$ cat config.mk
export PLATFORM = sky130hd
export DESIGN_NAME = ram_arbiter
export DESIGN_NICKNAME = d
export VERILOG_FILES = /design/src/rtl/ram_arbiter_pkg.sv /design/src/rtl/ram_arbiter_round_robin.sv /design/src/rtl/ram_arbiter.sv
export SDC_FILE = /design/constraint.sdc
export NUM_CORES = 1
export LEC_CHECK = 0
export BUFFER_PORTS_ARGS = -buffer_cell sky130_fd_sc_hd__buf_4
export CORE_MARGIN = 5
export CORE_UTILIZATION = 47
export DETAILED_ROUTE_END_ITERATION = 16
export PLACE_DENSITY = 0.95
export SYNTH_ARGS = -nofsm -noshare
export SYNTH_HDL_FRONTEND = slang
export SYNTH_SLANG_ARGS = --single-unit
$ cat constraint.sdc
create_clock -name i_clock -period 2.4 [get_ports i_clock]
set_input_delay 0.12 -clock i_clock [delete_from_list [all_inputs] [get_ports i_clock]]
set_output_delay 0.12 -clock i_clock [all_outputs]
set_load 0.01 [all_outputs]
$ cat src/rtl/ram_arbiter_pkg.sv
// rtl/ram_arbiter_pkg.sv - shared memory geometry constants for the RAM arbiter
package ram_arbiter_pkg;

  localparam int MEMORY_DATA_WIDTH    = 32;
  localparam int MEMORY_DEPTH         = 256;
  localparam int MEMORY_ADDRESS_WIDTH = $clog2(MEMORY_DEPTH);
  localparam int NUM_MEMORY_PORTS     = 2;

endpackage

$ cat src/rtl/ram_arbiter_round_robin.sv
// rtl/ram_arbiter_round_robin.sv - round-robin grant selection with rotating priority pointer
module round_robin_arbiter #(
  parameter int NumPorts = 2
) (
  input  logic                i_clock,
  input  logic                i_reset,
  input  logic [NumPorts-1:0] i_eligible,
  input  logic                i_advance,
  output logic [NumPorts-1:0] o_grant
);

  localparam int PtrWidth = $clog2(NumPorts);
  localparam int IdxWidth = PtrWidth + 1;

  logic [PtrWidth-1:0] pointer;
  logic [PtrWidth-1:0] grant_index;
  logic [IdxWidth-1:0] search_index;
  logic [IdxWidth-1:0] next_index;
  logic                found;

  // Search from the pointer upward, wrapping, and take the first eligible port.
  always_comb begin
    o_grant      = '0;
    grant_index  = '0;
    search_index = '0;
    found        = 1'b0;
    for (int i = 0; i < NumPorts; i++) begin
      search_index = {1'b0, pointer} + IdxWidth'(i);
      if (search_index >= IdxWidth'(NumPorts)) begin
        search_index = search_index - IdxWidth'(NumPorts);
      end
      if (!found && i_eligible[search_index[PtrWidth-1:0]]) begin
        found       = 1'b1;
        grant_index = search_index[PtrWidth-1:0];
      end
    end
    if (found) begin
      o_grant[grant_index] = 1'b1;
    end
    next_index = {1'b0, grant_index} + IdxWidth'(1);
    if (next_index == IdxWidth'(NumPorts)) begin
      next_index = '0;
    end
  end

  // Move priority to the port after the winner; hold when nothing was granted.
  always_ff @(posedge i_clock) begin
    if (i_reset) begin
      pointer <= '0;
    end else if (i_advance && found) begin
      pointer <= next_index[PtrWidth-1:0];
    end
  end

endmodule

$ cat src/rtl/ram_arbiter.sv
// rtl/ram_arbiter.sv - shares one single-port RAM between several requesters
module ram_arbiter
  import ram_arbiter_pkg::*;
#(
  parameter int DataWidth    = MEMORY_DATA_WIDTH,
  parameter int Depth        = MEMORY_DEPTH,
  parameter int AddressWidth = MEMORY_ADDRESS_WIDTH,
  parameter int NumPorts     = NUM_MEMORY_PORTS
) (
  input  logic                                 i_clock,
  input  logic                                 i_reset,
  input  logic [NumPorts-1:0]                  i_req_valid,
  output logic [NumPorts-1:0]                  o_req_ready,
  input  logic [NumPorts-1:0]                  i_req_write,
  input  logic [NumPorts-1:0][AddressWidth-1:0] i_req_address,
  input  logic [NumPorts-1:0][DataWidth-1:0]   i_req_write_data,
  output logic [NumPorts-1:0]                  o_rsp_valid,
  input  logic [NumPorts-1:0]                  i_rsp_ready,
  output logic [NumPorts-1:0][DataWidth-1:0]   o_rsp_read_data,
  output logic                                 o_ram_enable,
  output logic                                 o_ram_write_enable,
  output logic [AddressWidth-1:0]              o_ram_address,
  output logic [DataWidth-1:0]                 o_ram_write_data,
  input  logic [DataWidth-1:0]                 i_ram_read_data
);

  localparam int PtrWidth = $clog2(NumPorts);
  localparam logic [AddressWidth:0] DepthLimit = (AddressWidth + 1)'(Depth);

  logic [NumPorts-1:0]     eligible;
  logic [NumPorts-1:0]     grant;
  logic                    has_grant;
  logic [PtrWidth-1:0]     sel;
  logic [AddressWidth-1:0] sel_address;
  logic                    in_range;

  // A port competes only when its response slot is free or being drained now.
  always_comb begin
    eligible = i_req_valid & (~o_rsp_valid | i_rsp_ready) & {NumPorts{!i_reset}};
  end

  round_robin_arbiter #(
    .NumPorts(NumPorts)
  ) u_round_robin_arbiter (
    .i_clock   (i_clock),
    .i_reset   (i_reset),
    .i_eligible(eligible),
    .i_advance (has_grant),
    .o_grant   (grant)
  );

  // Steer the granted port's command onto the RAM; out-of-range accesses never enable it.
  always_comb begin
    sel = '0;
    for (int p = 0; p < NumPorts; p++) begin
      if (grant[p]) begin
        sel = PtrWidth'(p);
      end
    end
    has_grant          = |grant;
    sel_address        = i_req_address[sel];
    in_range           = has_grant && ({1'b0, sel_address} < DepthLimit);
    o_req_ready        = grant;
    o_ram_enable       = in_range;
    o_ram_write_enable = in_range && i_req_write[sel];
    o_ram_address      = has_grant ? sel_address : '0;
    o_ram_write_data   = has_grant ? i_req_write_data[sel] : '0;
  end

  // Per-port response slot: set on grant, cleared on consume, data held until the next grant.
  always_ff @(posedge i_clock) begin
    if (i_reset) begin
      o_rsp_valid     <= '0;
      o_rsp_read_data <= '0;
    end else begin
      for (int p = 0; p < NumPorts; p++) begin
        if (grant[p]) begin
          o_rsp_valid[p]     <= 1'b1;
          o_rsp_read_data[p] <= in_range ? i_ram_read_data : '0;
        end else if (i_rsp_ready[p]) begin
          o_rsp_valid[p] <= 1'b0;
        end
      end
    end
  end

endmodule

# Yosys cells after proc, flatten, opt, wreduce, memory -nomap -nowiden
# Cells that the tools add are included.
# classes
addsub	4
order_cmp	7
eq_ne	1
mux	28
bitwise	4
n_reduce_logical	9
# ops
cell	n
two-way mux 32 bit	4
two-way mux 8 bit	3
two-way mux 1 bit	19
less-than comparator 1 x 2 -> 1 bit (second input constant)	4
adder 1 x 1 -> 2 bit (second input constant)	2
AND 2 bit	2
logical AND 1 bit	4
nonzero test 2 bit	2
equality test 2 bit (second input constant)	1
>= comparator 1 x 2 -> 1 bit (second input constant)	1
>= comparator 2 bit (second input constant)	1
zero test 1 bit	2
two-way mux 2 bit	1
inverter 2 bit	1
OR 2 bit	1
OR reduction 2 bit	1
subtractor 1 bit (second input constant)	2
demux 1 bit (select 1 bit)	1
>= comparator 1 bit (second input constant)	1
# word_totals
reg_bits	67
in_bits	120
out_inout_bits	110
wordCells	58

# Logic depth before layout (Yosys ltp)
# logic_depth
ltp_word	19
ltp_mapped	5

# Modules after synthesis
# From an unflattened synthesis, not the netlist that was laid out.
# hier_totals
cells_unflattened	276
area_unflattened_um2	2889.0
# by_module_without_submodules
mod	instances	cells_each	area_each_um2
ram_arbiter	1	269	2824.0
round_robin_arbiter	1	7	65.1

# Worst setup path before layout
# No wires, ideal clock.
# synth_path
path_kind	reg2out
from	register o_rsp_valid[0]
to	output port o_ram_write_data[10]
arrival_time_ns	1.340
slack_ns	0.940
stages_incl_launch_ff	5
n_path_buf	1
path_cell_list	dfxtp_1 nor2b_1 o211ai_2 clkbuf_1 o32ai_1
# synth_between
elab_chain_cells	19
elab_cells_between_ends	25
cone_classes	order compare: 2; mux: 15; bitwise: 4; reduce/logical: 4
# synth_rtl
item	line	rtl
from (decl)	ram_arbiter.sv:17	output logic [NumPorts-1:0] o_rsp_valid,
from (signal assigned)	ram_arbiter.sv:73	o_rsp_valid <= '0;
from (signal, indexed assignment)	ram_arbiter.sv:78	o_rsp_valid[p] <= 1'b1;
from (signal, indexed assignment)	ram_arbiter.sv:81	o_rsp_valid[p] <= 1'b0;
inverter 2 bit *	ram_arbiter.sv:39	eligible = i_req_valid & (~o_rsp_valid | i_rsp_ready) & {NumPorts{!i_reset}};
OR 2 bit *	ram_arbiter.sv:39	
AND 2 bit * (2 in series)	ram_arbiter.sv:39	
two-way mux 1 bit (implied by the code) (2 in series)	ram_arbiter_round_robin.sv:32	if (!found && i_eligible[search_index[PtrWidth-1:0]]) begin
two-way mux 1 bit	ram_arbiter_round_robin.sv:32	
zero test 1 bit	ram_arbiter_round_robin.sv:32	
logical AND 1 bit	ram_arbiter_round_robin.sv:32	
two-way mux 1 bit	ram_arbiter_round_robin.sv:32	
less-than comparator 1 x 2 -> 1 bit (implied by the code) or >= comparator 1 bit (tied branches)	ram_arbiter_round_robin.sv:38	o_grant[grant_index] = 1'b1;
logical AND 1 bit (implied by the code)	ram_arbiter_round_robin.sv:38	
two-way mux 1 bit (implied by the code)	ram_arbiter_round_robin.sv:38	
demux 1 bit (select 1 bit)	-	
two-way mux 2 bit *	ram_arbiter_round_robin.sv:37	if (found) begin
two-way mux 1 bit	ram_arbiter.sv:56	if (grant[p]) begin
two-way mux 32 bit (implied by the code) (2 in series)	ram_arbiter.sv:67	o_ram_write_data = has_grant ? i_req_write_data[sel] : '0;
two-way mux 32 bit *	ram_arbiter.sv:67	
to (decl)	ram_arbiter.sv:23	output logic [DataWidth-1:0] o_ram_write_data,
# Every way passes the cells marked *; elsewhere a longest branch is shown, timed or not. The select of a mux whose other input is x is not followed.

# Final worst setup path
# layout_path
from	register o_rsp_valid[0]
to	output port o_ram_address[2]
# layout_between
elab_chain_cells	19
elab_cells_between_ends	25
cone_classes	order compare: 2; mux: 15; bitwise: 4; reduce/logical: 4
# layout_rtl
item	line	rtl
inverter 2 bit *	ram_arbiter.sv:39	
OR 2 bit *	ram_arbiter.sv:39	
AND 2 bit * (2 in series)	ram_arbiter.sv:39	
two-way mux 1 bit (implied by the code) (2 in series)	ram_arbiter_round_robin.sv:32	
two-way mux 1 bit	ram_arbiter_round_robin.sv:32	
zero test 1 bit	ram_arbiter_round_robin.sv:32	
logical AND 1 bit	ram_arbiter_round_robin.sv:32	
two-way mux 1 bit	ram_arbiter_round_robin.sv:32	
less-than comparator 1 x 2 -> 1 bit (implied by the code) or >= comparator 1 bit (tied branches)	ram_arbiter_round_robin.sv:38	
logical AND 1 bit (implied by the code)	ram_arbiter_round_robin.sv:38	
two-way mux 1 bit (implied by the code)	ram_arbiter_round_robin.sv:38	
demux 1 bit (select 1 bit)	-	
two-way mux 2 bit *	ram_arbiter_round_robin.sv:37	
two-way mux 1 bit	ram_arbiter.sv:56	
two-way mux 8 bit (implied by the code) (2 in series)	ram_arbiter.sv:61	sel_address = i_req_address[sel];
two-way mux 8 bit *	ram_arbiter.sv:66	o_ram_address = has_grant ? sel_address : '0;
to (decl)	ram_arbiter.sv:22	output logic [AddressWidth-1:0] o_ram_address,
# Marks and branches as above.

==> results.md <==
* Type of origin of the critical path: flop
* TritonCTS clock tree: done
* Yosys warns at 0
* Post-synth EDFFs at 0
* P&R area growth vs syn at 53.7%
* Clock latency on the worst-skew pair at roughly 0.34 ns
* CP startpoint: o_rsp_valid[0]
* Final cycle utilization of the critical path at 0.812
* Seq/Total Area, Yosys at 0.365
* Hold path startpoint: i_ram_read_data[6]
* Distinct cells, synth at 19
* CP Capture Type: primary output
* Clock sink count at 67
* Max-Cap Viols at 0
* Final Util at 0.734
* Top-area cell type share of the netlist area at 0.365
* IO Port Bufs at 229
* Starting Density at 0.478
* Final Skew at 0.00905 ns
* FF-to-FF Start: o_rsp_valid[0]
* Final cell count without fillers at 727
* Mapped Area at 3670 um2
* Via count at 3634
* Pwr Density at around 550 nW/um2
* Resized Gates After CTS at 0
* Root buf cell: clkbuf_8
* Pre-Repair DR Iteration Count at 5
* Register bit count reported by yosys at 67
* Die width at 98.4 um
* Maximum fanout along the worst path at 21
* Minimum clock period at 1.95 ns
* First-pass GRT wire length at roughly 18000 um
* # diodes at 0
* H-tree levels at 3
* Yosys top cell by area: dfxtp_1
* CP Class: flop to primary output
* Syn Area/Cell at 9.00 um2
* Final HPWL DP at 8750 um
* Status: finished clean
* # DRC at 0
* Die area at 9680 um2
* Core Area at 7690 um2
* Slew Viols, Final at 0
* Initial antenna violation count at 0
* Main synth FF type: dfxtp_1
* Clk pin slew, worst setup/hold paths at 0.07 ns
* Pwr Total at 3.11 mW
* Setup ws final at ~0.45 ns
* Starting DRT DRC Count at around 190
* Placed Cells incl. Taps at 711
* Final setup viols at 0
* Setup TNS Final at 0 ns
* GRT Util Overall at 0.230
* Die Y at approximately 100 um
* VDD IR-drop max at 377 uV
* Final wirelength at around 12000 um
* Gr ovfl total at 0
* Critical Path RT at around 2.3 ns
* Synth area leaders: dfxtp_1 (37%), nand2b_1 (24%), mux2i_1 (17%)
* GPL Wtd Cong at 0.892
* Place WS at 0.770 ns
* Largest net degree at the start of global routing at between 90 and 100
* Leakage Power at 2.82 nW
* Worst-Margin Slew at between 0.7 and 0.8 ns
* Clock buffer depth at 2
* Max-slew headroom at the worst pin at 0.523
* FILL cells at between 500 and 600
* Final Hold Fails at 0
* Worst hold path type: input pin to flop
* RSZ-0062 raised after global routing: no
* Syn Inst Count at between 400 and 500
* Most common cell in the netlist: nand2b_1
* Achievable Freq at 0.513 GHz
* Final Net Count at 740
* Most frequent cells after synthesis: nand2b_1 (140), dfxtp_1 (67), mux2i_1 (64), inv_1 (41), o32ai_1 (41)
* Share of layout cells above drive strength 1 at 0.406
* Row cnt at 32
* Async SR Flop Fraction at 0
* DRT antenna net count at 0
* Number of global-route vias before repair at 3600
* CTS Hold Bufs at 0
* Mapped Nets at 528
* Placed Area at 5420 um2
* WHS at 0.0627 ns
* # Post-CTS Setup Buffers at 0
* Design Area, Final at 5640 um2
* # IOs at 230
* CP arrival at 1.83 ns
* DR WL/cell at 16.1 um
* CTS buffer count at 9
* Drt via density at 5.00
[cell families after synthesis]
group | synth area share
buf+inv | 0.0941
flops | 0.365
simple gates | 0.248
compound gates | 0.118
mux | 0.175
[path summary, 6_finish.rpt]
check,to,slack (ns),cells past startpoint
worst max-delay path,o_ram_address[2],0.45,5
worst max register to register,o_rsp_read_data[43],0.75,3
worst min register to register,o_rsp_read_data[22],0.48,2
worst min-delay path,o_rsp_read_data[6],0.06,3
[state kept, by name, summed over array words and instances, names as in the netlist]
register and flops:
o_rsp_read_data 64, u_round_robin_arbiter.pointer 1, o_rsp_valid 2
[report_power, final]
group	internal (mW)	switching (mW)
registers	1.19	0.0487
clock network	0.640	0.414
logic	0.447	0.365
total	2.28	0.828
[placed cells by master (no fill, tap or decap), drive strengths merged]
| cell type | instances |
|---|---|
| o211ai | 2 |
| clkinv | 1 |
| mux2i | 64 |
| o21ai | 2 |
| nor2b | 2 |
| buf | 238 |
| dfxtp | 67 |
| clkbuf | 12 |
| nor3 | 1 |
| clkinvlp | 1 |
| inv | 41 |
| o211a | 2 |
| nand2b | 140 |
| nor2 | 4 |
| bufinv | 2 |
| nand2 | 1 |
| a22oi | 1 |
| o32ai | 41 |
| a21oi | 3 |
[cell type report]
cell class              instances  area [um2]  share of cell area
flip-flops and latches         67        1340               0.238
clock buffers                  12         155              0.0275
inverters                      41         154              0.0273
multi-input cells             263        1990               0.353
repair buffers                238        1800               0.319
well taps                     102         128              0.0226
clock inverters                 4        72.6              0.0129
[worst max-delay path, stage by stage (launching register included)]
cell and delay (ns):
dfxtp_1 0.35, nor2b_1 0.30, o211ai_4 0.13, buf_4 0.22, o32ai_1 0.30, buf_4 0.20
[routing by layer]
layer	vias to the layer above	track usage	part of all wire
met2	147	0.409	0.51
met1	1670	0.258	0.38
li1	1792	-	-
met4	0	0.0788	0.024
met3	25	0.0750	0.085
met5	-	0	0
No activity file was read; power rests on OpenSTA's default activity.
